### config.mk
export PLATFORM = sky130hd
export DESIGN_NAME = image_window_painter
export DESIGN_NICKNAME = d
export VERILOG_FILES = /design/src/rtl/vga_pkg.sv /design/src/rtl/vga_timing_gen.sv /design/src/rtl/image_window_painter.sv
export SDC_FILE = /design/constraint.sdc
export NUM_CORES = 1
export LEC_CHECK = 0
export CORE_MARGIN = 10
export CORE_UTILIZATION = 52
export CTS_CLUSTER_DIAMETER = 120
export DETAILED_ROUTE_END_ITERATION = 8
export HOLD_SLACK_MARGIN = 0.05
export PLACE_DENSITY = 0.78
export SYNTH_ARGS = -nofsm -noshare
export SYNTH_HDL_FRONTEND = slang
export SYNTH_SLANG_ARGS = --single-unit
### constraint.sdc
create_clock -name clk -period 2.57 [get_ports clk]
set_input_delay 0.3855 -clock clk [delete_from_list [all_inputs] [get_ports clk]]
set_output_delay 0.3855 -clock clk [all_outputs]
set_load 0.005 [all_outputs]
### src/rtl/vga_pkg.sv
// Shared VGA timing defaults, pixel-format enum, delay-line record and the
// pixel expansion helpers used by the window painter.
package vga_pkg;

  localparam int VGA_H_ACTIVE = 640;
  localparam int VGA_H_FP     = 16;
  localparam int VGA_H_SYNC   = 96;
  localparam int VGA_H_BP     = 48;
  localparam int VGA_V_ACTIVE = 480;
  localparam int VGA_V_FP     = 10;
  localparam int VGA_V_SYNC   = 2;
  localparam int VGA_V_BP     = 33;

  typedef enum logic [1:0] {
    GRAY8  = 2'd0,
    RGB332 = 2'd1,
    RGB565 = 2'd2
  } pixel_mode_t;

  // Everything that must stay aligned with the pixel while the RAM is read.
  typedef struct packed {
    logic       hsync;
    logic       vsync;
    logic       nblank;
    logic       frame_start;
    logic       show;
    logic [9:0] x;
    logic [9:0] y;
  } side_t;

  localparam side_t SIDE_IDLE = side_t'({1'b1, 1'b1, 23'd0});

  function automatic logic [23:0] expand_gray8(input logic [7:0] d);
    return {d, d, d};
  endfunction

  function automatic logic [23:0] expand_rgb332(input logic [7:0] d);
    return {d[7:5], d[7:5], d[7:6], d[4:2], d[4:2], d[4:3], {4{d[1:0]}}};
  endfunction

  function automatic logic [23:0] expand_rgb565(input logic [15:0] d);
    return {d[15:11], d[15:13], d[10:5], d[10:9], d[4:0], d[4:2]};
  endfunction

  function automatic logic [23:0] expand_pixel(input pixel_mode_t m, input logic [15:0] d);
    case (m)
      RGB332:  return expand_rgb332(d[7:0]);
      RGB565:  return expand_rgb565(d);
      default: return expand_gray8(d[7:0]);
    endcase
  endfunction

endpackage

### src/rtl/vga_timing_gen.sv
// Free-running h/v raster counters with raw (undelayed) sync and active decode.
module vga_timing_gen
  import vga_pkg::*;
#(
  parameter int H_ACTIVE = VGA_H_ACTIVE,
  parameter int H_FP     = VGA_H_FP,
  parameter int H_SYNC   = VGA_H_SYNC,
  parameter int H_BP     = VGA_H_BP,
  parameter int V_ACTIVE = VGA_V_ACTIVE,
  parameter int V_FP     = VGA_V_FP,
  parameter int V_SYNC   = VGA_V_SYNC,
  parameter int V_BP     = VGA_V_BP
) (
  input  logic       clk,
  input  logic       reset,
  output logic [9:0] h,
  output logic [9:0] v,
  output logic       hsync,
  output logic       vsync,
  output logic       active,
  output logic       line_end,
  output logic       frame_end
);

  localparam logic [9:0] H_LAST   = 10'(H_ACTIVE + H_FP + H_SYNC + H_BP - 1);
  localparam logic [9:0] V_LAST   = 10'(V_ACTIVE + V_FP + V_SYNC + V_BP - 1);
  localparam logic [9:0] HS_FIRST = 10'(H_ACTIVE + H_FP);
  localparam logic [9:0] HS_LAST  = 10'(H_ACTIVE + H_FP + H_SYNC - 1);
  localparam logic [9:0] VS_FIRST = 10'(V_ACTIVE + V_FP);
  localparam logic [9:0] VS_LAST  = 10'(V_ACTIVE + V_FP + V_SYNC - 1);
  localparam logic [9:0] H_VIS    = 10'(H_ACTIVE);
  localparam logic [9:0] V_VIS    = 10'(V_ACTIVE);

  logic [9:0] h_q, h_d;
  logic [9:0] v_q, v_d;

  always_comb begin
    h_d = h_q + 10'd1;
    v_d = v_q;
    if (line_end) begin
      h_d = '0;
      v_d = (v_q == V_LAST) ? 10'd0 : v_q + 10'd1;
    end
  end

  always_ff @(posedge clk) begin
    if (!reset) begin
      h_q <= '0;
      v_q <= '0;
    end else begin
      h_q <= h_d;
      v_q <= v_d;
    end
  end

  assign h         = h_q;
  assign v         = v_q;
  assign line_end  = (h_q == H_LAST);
  assign frame_end = line_end && (v_q == V_LAST);
  assign hsync     = !((h_q >= HS_FIRST) && (h_q <= HS_LAST));
  assign vsync     = !((v_q >= VS_FIRST) && (v_q <= VS_LAST));
  assign active    = (h_q < H_VIS) && (v_q < V_VIS);

endmodule

### src/rtl/image_window_painter.sv
// VGA painter: shows a zoomed image from a synchronous pixel RAM inside a window,
// background elsewhere; all outputs delayed together to absorb RAM latency.
module image_window_painter
  import vga_pkg::*;
#(
  parameter int          H_ACTIVE = VGA_H_ACTIVE,
  parameter int          H_FP     = VGA_H_FP,
  parameter int          H_SYNC   = VGA_H_SYNC,
  parameter int          H_BP     = VGA_H_BP,
  parameter int          V_ACTIVE = VGA_V_ACTIVE,
  parameter int          V_FP     = VGA_V_FP,
  parameter int          V_SYNC   = VGA_V_SYNC,
  parameter int          V_BP     = VGA_V_BP,
  parameter int          X0       = 192,
  parameter int          Y0       = 112,
  parameter int          IMG_W    = 256,
  parameter int          IMG_H    = 256,
  parameter int          SCALE    = 1,
  parameter int          RAM_LAT  = 1,
  parameter int          MODE     = 0,
  parameter int          DATA_W   = 16,
  parameter logic [23:0] BG_RGB   = 24'hFFFFFF,
  parameter int          ADDR_W   = $clog2(IMG_W * IMG_H)
) (
  input  logic              clk,
  input  logic              reset,
  input  logic              en,
  input  logic [DATA_W-1:0] ram_rd_data,
  output logic [ADDR_W-1:0] ram_addr,
  output logic [7:0]        r,
  output logic [7:0]        g,
  output logic [7:0]        b,
  output logic              hsync,
  output logic              vsync,
  output logic              nblank,
  output logic              nsync,
  output logic [9:0]        x,
  output logic [9:0]        y,
  output logic              frame_start
);

  localparam int          LAT     = RAM_LAT + 2;
  localparam int          CW      = $clog2(IMG_W + 1);
  localparam int          DN      = (DATA_W < 16) ? DATA_W : 16;
  localparam logic [9:0]  X_LO    = 10'(X0);
  localparam logic [9:0]  X_HI    = 10'(X0 + IMG_W * SCALE - 1);
  localparam logic [9:0]  Y_LO    = 10'(Y0);
  localparam logic [9:0]  Y_HI    = 10'(Y0 + IMG_H * SCALE - 1);
  localparam logic [1:0]  SC_LAST = 2'(SCALE - 1);
  localparam pixel_mode_t PMODE   = pixel_mode_t'(2'(MODE));

  if (!(SCALE == 1 || SCALE == 2 || SCALE == 4)) begin : g_bad_scale
    $error("image_window_painter: SCALE must be 1, 2 or 4");
  end
  if ((X0 + IMG_W * SCALE > H_ACTIVE) || (Y0 + IMG_H * SCALE > V_ACTIVE)) begin : g_bad_window
    $error("image_window_painter: window exceeds the active area");
  end
  if ((MODE < 0) || (MODE > 2) || (DATA_W < ((MODE == 2) ? 16 : 8))) begin : g_bad_mode
    $error("image_window_painter: MODE illegal or DATA_W too narrow for MODE");
  end
  if ((RAM_LAT < 1) || (RAM_LAT > 4)) begin : g_bad_lat
    $error("image_window_painter: RAM_LAT must be 1..4");
  end

  logic [9:0] h, v;
  logic       hs_raw, vs_raw, act_raw, line_end, frame_end;

  vga_timing_gen #(
    .H_ACTIVE(H_ACTIVE), .H_FP(H_FP), .H_SYNC(H_SYNC), .H_BP(H_BP),
    .V_ACTIVE(V_ACTIVE), .V_FP(V_FP), .V_SYNC(V_SYNC), .V_BP(V_BP)
  ) u_timing (
    .clk      (clk),
    .reset    (reset),
    .h        (h),
    .v        (v),
    .hsync    (hs_raw),
    .vsync    (vs_raw),
    .active   (act_raw),
    .line_end (line_end),
    .frame_end(frame_end)
  );

  logic              v_win, in_win;
  logic [CW-1:0]     col_q, col_d;
  logic [1:0]        scol_q, scol_d;
  logic [ADDR_W-1:0] row_base_q, row_base_d;
  logic [1:0]        srow_q, srow_d;
  logic [ADDR_W-1:0] ram_addr_q, ram_addr_d;
  side_t             side_q [LAT];
  side_t             side_d [LAT];
  side_t             side_out_stage;
  logic [15:0]       din16;
  logic [23:0]       rgb_q, rgb_d;

  assign v_win  = (v >= Y_LO) && (v <= Y_HI);
  assign in_win = (h >= X_LO) && (h <= X_HI) && v_win;

  // Stage 0 -> 1: incremental address generation, col/row_base track current h/v.
  always_comb begin
    col_d      = col_q;
    scol_d     = scol_q;
    row_base_d = row_base_q;
    srow_d     = srow_q;
    if (in_win) begin
      if (scol_q == SC_LAST) begin
        scol_d = 2'd0;
        col_d  = col_q + 1'b1;
      end else begin
        scol_d = scol_q + 2'd1;
      end
    end else begin
      col_d  = '0;
      scol_d = 2'd0;
    end
    if (frame_end) begin
      row_base_d = '0;
      srow_d     = 2'd0;
    end else if (line_end && v_win) begin
      if (srow_q == SC_LAST) begin
        srow_d     = 2'd0;
        row_base_d = row_base_q + ADDR_W'(IMG_W);
      end else begin
        srow_d = srow_q + 2'd1;
      end
    end
    ram_addr_d = in_win ? (row_base_q + ADDR_W'(col_q)) : '0;
  end

  always_comb begin
    side_d[0].hsync       = hs_raw;
    side_d[0].vsync       = vs_raw;
    side_d[0].nblank      = act_raw;
    side_d[0].frame_start = (h == 10'd0) && (v == 10'd0);
    side_d[0].show        = in_win && en;
    side_d[0].x           = h;
    side_d[0].y           = v;
    for (int i = 1; i < LAT; i++) begin
      side_d[i] = side_q[i-1];
    end
  end

  // Output stage: colour select on RAM data arriving alongside side_q[LAT-2].
  assign side_out_stage = side_q[LAT-2];

  always_comb begin
    din16           = '0;
    din16[DN-1:0]   = ram_rd_data[DN-1:0];
    rgb_d           = BG_RGB;
    if (!side_out_stage.nblank) begin
      rgb_d = '0;
    end else if (side_out_stage.show) begin
      rgb_d = expand_pixel(PMODE, din16);
    end
  end

  always_ff @(posedge clk) begin
    if (!reset) begin
      col_q      <= '0;
      scol_q     <= '0;
      row_base_q <= '0;
      srow_q     <= '0;
      ram_addr_q <= '0;
      rgb_q      <= '0;
      for (int i = 0; i < LAT; i++) begin
        side_q[i] <= SIDE_IDLE;
      end
    end else begin
      col_q      <= col_d;
      scol_q     <= scol_d;
      row_base_q <= row_base_d;
      srow_q     <= srow_d;
      ram_addr_q <= ram_addr_d;
      rgb_q      <= rgb_d;
      for (int i = 0; i < LAT; i++) begin
        side_q[i] <= side_d[i];
      end
    end
  end

  assign ram_addr    = ram_addr_q;
  assign {r, g, b}   = rgb_q;
  assign hsync       = side_q[LAT-1].hsync;
  assign vsync       = side_q[LAT-1].vsync;
  assign nblank      = side_q[LAT-1].nblank;
  assign frame_start = side_q[LAT-1].frame_start;
  assign x           = side_q[LAT-1].x;
  assign y           = side_q[LAT-1].y;
  assign nsync       = 1'b0;

endmodule

==> impl_metrics.prom <==
# TYPE chip_impl_metric gauge
chip_impl_metric{name="timing.critical_path.arrival",unit="ps"} 2620
chip_impl_metric{name="synthDistinctLibCells",unit=""} 40
chip_impl_info{name="outcome",value="complete, no violations"} 1
chip_impl_metric{name="number_of_global_route_vias_before_repair",unit=""} 3340
chip_impl_metric{name="vdd.ir_drop.worst",unit="uV"} 543
chip_impl_metric{name="cts_setup_buffers",unit=""} 0
chip_impl_info{name="start_kind",value="register"} 1
chip_impl_metric{name="timing.critical_path.buf_inv",unit=""} 0
chip_impl_metric{name="antenna_found_initial",unit=""} 0
chip_impl_metric{name="grt-ovfl-total",unit=""} 0
chip_impl_info{name="hp-class",value="in2reg"} 1
chip_impl_metric{name="vias_per_cell",unit=""} 4.93
chip_impl_metric{name="clk_transition_reported_paths",unit="ps"} 60
chip_impl_metric{name="fin_crit",unit="ps"} 2190
chip_impl_metric{name="placedInstanceArea",unit="um2"} 5640
chip_impl_metric{name="cts_resized",unit=""} 0
chip_impl_metric{name="fp.dieArea",unit="um2"} 13800
chip_impl_metric{name="worst_path_largest_cell_delay",unit="ps"} 570
chip_impl_metric{name="share_of_final_layout_standard_cells_stronger_than_drive_strength_1",unit="%"} 7.10
chip_impl_metric{name="number_of_enable_type_register_cells_in_the_synthesized_netlist",unit=""} 0
chip_impl_metric{name="post_synthesis_area_per_instance",unit="um2"} 9.95
chip_impl_info{name="critPathCaptureType",value="register"} 1
chip_impl_metric{name="synthesis.yosys.warnings",unit=""} 0
chip_impl_metric{name="route.detailed.drc",unit=""} 0
chip_impl_metric{name="detailedPlacementHpwl",unit="mm"} 6.15
chip_impl_metric{name="timing.hold.worst_path_depth",unit=""} 3
chip_impl_metric{name="grt_util_all_layers",unit="%"} 13.8
chip_impl_metric{name="cts_hold_buf",unit=""} 0
chip_impl_metric{name="total_power",unit="mW"} 4.63
chip_impl_metric{name="synth_nets",unit=""} 527
chip_impl_metric{name="hold_slack",unit="ps"} 311
chip_impl_info{name="root_buffer",value="sky130_fd_sc_hd__clkbuf_8"} 1
chip_impl_metric{name="gp_congestion",unit=""} 0.830
chip_impl_metric{name="pre_cts_slack",unit="ps"} 390
chip_impl_metric{name="grt_max_degree",unit=""} 77
chip_impl_metric{name="tritoncts_num_sinks",unit=""} 139
chip_impl_metric{name="rows",unit=""} 35
chip_impl_metric{name="period_share",unit="%"} 85.3
chip_impl_metric{name="crit_path_max_fanout",unit=""} 11
chip_impl_metric{name="layout.area.seq",unit="um2"} 2780
chip_impl_metric{name="die_height",unit="um"} 118
chip_impl_metric{name="leakage",unit="nW"} 2.37
chip_impl_metric{name="slew_viol_final",unit=""} 0
chip_impl_metric{name="areaGrowthSynthToFinish",unit="%"} 25.9
chip_impl_metric{name="post-place-cells",unit=""} 661
chip_impl_metric{name="layout.nets",unit=""} 581
chip_impl_metric{name="power-per-cell-area",unit="nW/um2"} 744
chip_impl_metric{name="final_design_area_no_fill",unit="um2"} 6220
chip_impl_metric{name="cts_made_buffers",unit=""} 17
chip_impl_info{name="final_common_cell",value="sky130_fd_sc_hd__dfxtp_1"} 1
chip_impl_info{name="timing.critical_path.slowest_stage_cell",value="sky130_fd_sc_hd__or4_4"} 1
chip_impl_info{name="worstPathCellList",value="or3_1, or4_4, or4_1, a21oi_1"} 1
chip_impl_info{name="timing.setup.critical_path_class",value="reg2reg"} 1
chip_impl_metric{name="port-buffer-count",unit=""} 74
chip_impl_metric{name="ios",unit=""} 84
chip_impl_metric{name="r2r_setup_slack",unit="ps"} 380
chip_impl_metric{name="cts_htree_levels",unit=""} 4
chip_impl_metric{name="grt_first_pass_wirelength",unit="mm"} 16.1
chip_impl_metric{name="syn_area",unit="um2"} 4950
chip_impl_metric{name="ys_ff_latch",unit=""} 139
chip_impl_metric{name="floorplan.initialDensity",unit="%"} 53.5
chip_impl_metric{name="syn_inst",unit=""} 497
chip_impl_metric{name="worst-r2r-cell-count",unit=""} 4
chip_impl_metric{name="tritonroute_pass_1_iters",unit=""} 4
chip_impl_info{name="grt_setup_unrepaired",value="false"} 1
chip_impl_metric{name="skew",unit="ps"} 10.4
chip_impl_metric{name="via_count",unit=""} 3410
chip_impl_info{name="cts_tree",value="done"} 1
chip_impl_metric{name="finalHoldViolCount",unit=""} 0
chip_impl_metric{name="final.setup.worst_slack",unit="ps"} 377
chip_impl_metric{name="synthArstFlopShare",unit="%"} 0
chip_impl_metric{name="achievable_clock_frequency",unit="MHz"} 456
chip_impl_info{name="synth_top_flop_cell",value="sky130_fd_sc_hd__dfxtp_1"} 1
chip_impl_metric{name="dieWidth",unit="um"} 118
chip_impl_metric{name="detail-route-antenna-nets",unit=""} 0
chip_impl_metric{name="multiInputGateArea",unit="um2"} 1850
chip_impl_metric{name="required",unit="ps"} 3000
chip_impl_metric{name="synth-seq-area-share",unit="%"} 56.3
chip_impl_metric{name="fin_cells",unit=""} 692
chip_impl_metric{name="timing.slew.headroom",unit="%"} 63.9
chip_impl_metric{name="clk-insertion-delay-late",unit="ps"} 500
chip_impl_metric{name="drv_cap",unit=""} 0
chip_impl_metric{name="final_core_util",unit="%"} 67.4
chip_impl_metric{name="critical_path_cell_count",unit=""} 4
chip_impl_metric{name="drt_iter0_markers",unit=""} 246
chip_impl_metric{name="antennaDiodeCount",unit=""} 0
chip_impl_metric{name="cts-root-to-sink-buffers",unit=""} 2
chip_impl_metric{name="finalSetupViolations",unit=""} 0
chip_impl_metric{name="wl",unit="mm"} 9.44
chip_impl_metric{name="post_drt_wl_per_cell",unit="um"} 13.6
chip_impl_info{name="family_of_cells_with_the_greatest_summed_delay_on_the_critical_path",value="simple AND/OR/NAND/NOR gates"} 1
chip_impl_metric{name="totalNegativeSetupSlack",unit="ps"} 0
chip_impl_metric{name="worstMarginPinSlew",unit="ps"} 541
chip_impl_metric{name="nFillCells",unit=""} 685
chip_impl_info{name="commonest_cells_after_routing_fill_and_taps_aside",value="sky130_fd_sc_hd__dfxtp_1, sky130_fd_sc_hd__and2_1, sky130_fd_sc_hd__clkdlybuf4s50_1"} 1
chip_impl_metric{name="core_region_area",unit="um2"} 9240
[flip-flops by register name, summed over array words and instances, names as in the netlist]
register	cells
side_q	74
row_base_q	8
srow_q	2
u_timing.h	10
rgb_q	8
u_timing.v	10
col_q	9
scol_q	2
ram_addr	16
[logic make-up (layout without fill, tap and decap cells)]
family | count (synthesis) | in the layout | share of synthesized area (%)
flip-flops | 139 | 139 | 56.3
adder cells (fa/ha/maj) | 11 | 11 | 2.78
AND/OR/NAND/NOR | 211 | 211 | 24.5
other | 1 | 1 | 0.0758
buffers and inverters | 64 | 130 | 6.40
XOR/XNOR | 30 | 30 | 5.31
multiplexers | 1 | 1 | 0.202
AO/OA/AOI/OAI | 40 | 40 | 4.48
[synth_stat cells, types with 2 or more instances]
master / n / area (um2)
sky130_fd_sc_hd__dfxtp_1: 139 / 2780
sky130_fd_sc_hd__and2_1: 79 / 494
sky130_fd_sc_hd__nor2_1: 32 / 120
sky130_fd_sc_hd__clkbuf_1: 22 / 82.6
sky130_fd_sc_hd__a21oi_1: 21 / 105
sky130_fd_sc_hd__inv_1: 19 / 71.3
sky130_fd_sc_hd__nand3_1: 18 / 90.1
sky130_fd_sc_hd__buf_4: 17 / 128
sky130_fd_sc_hd__nand4_1: 16 / 100
sky130_fd_sc_hd__xor2_1: 16 / 140
sky130_fd_sc_hd__xnor2_1: 14 / 123
sky130_fd_sc_hd__nand2_1: 13 / 48.8
sky130_fd_sc_hd__ha_1: 11 / 138
sky130_fd_sc_hd__or4_1: 10 / 75.1
sky130_fd_sc_hd__o21ai_0: 9 / 45.0
sky130_fd_sc_hd__nor3_1: 8 / 40.0
sky130_fd_sc_hd__and3_1: 7 / 43.8
sky130_fd_sc_hd__nor4_1: 6 / 37.5
sky130_fd_sc_hd__nand2b_1: 5 / 31.3
sky130_fd_sc_hd__o31ai_1: 5 / 37.5
sky130_fd_sc_hd__or3_1: 5 / 31.3
sky130_fd_sc_hd__buf_2: 4 / 20.0
sky130_fd_sc_hd__nor2b_1: 3 / 18.8
sky130_fd_sc_hd__and4_1: 2 / 17.5
[final cells by class]
class	count	share of cell area, %
clock buffers	19	7.10
repair buffers	80	12.5
flip-flops and latches	139	44.7
inverters	19	1.15
well taps	129	2.59
multi-input cells	294	29.7
clock inverters	12	2.25
[per-layer routing]
metal  vias up  part of all wire, %  global-route usage [%]
met5         -                    0                       0
met2        65                   51                    23.7
met3        12                  5.5                    5.42
li1       1732                    -                       -
met1      1601                   42                    15.2
met4         0                  1.4                    4.56
[final timing paths]
kind / startpoint / end
max: u_timing.h[6] / row_base_q[15]
min: reset / side_q[0][22]
max reg2reg: u_timing.h[6] / row_base_q[15]
min reg2reg: side_q[0][48] / side_q[0][73]
[worst reg2reg max path, cell delays in order (launching register included)]
cell	delay, ps
sky130_fd_sc_hd__dfxtp_1	410
sky130_fd_sc_hd__or3_1	520
sky130_fd_sc_hd__or4_4	570
sky130_fd_sc_hd__or4_1	480
sky130_fd_sc_hd__a21oi_1	140
[power by group]
part	switching (mW)	internal (mW)
Sequential	0.0117	2.17
Combinational	0.0470	0.0564
Clock	0.904	1.44
Total	0.962	3.67
Power figures use the tool's default switching activity.
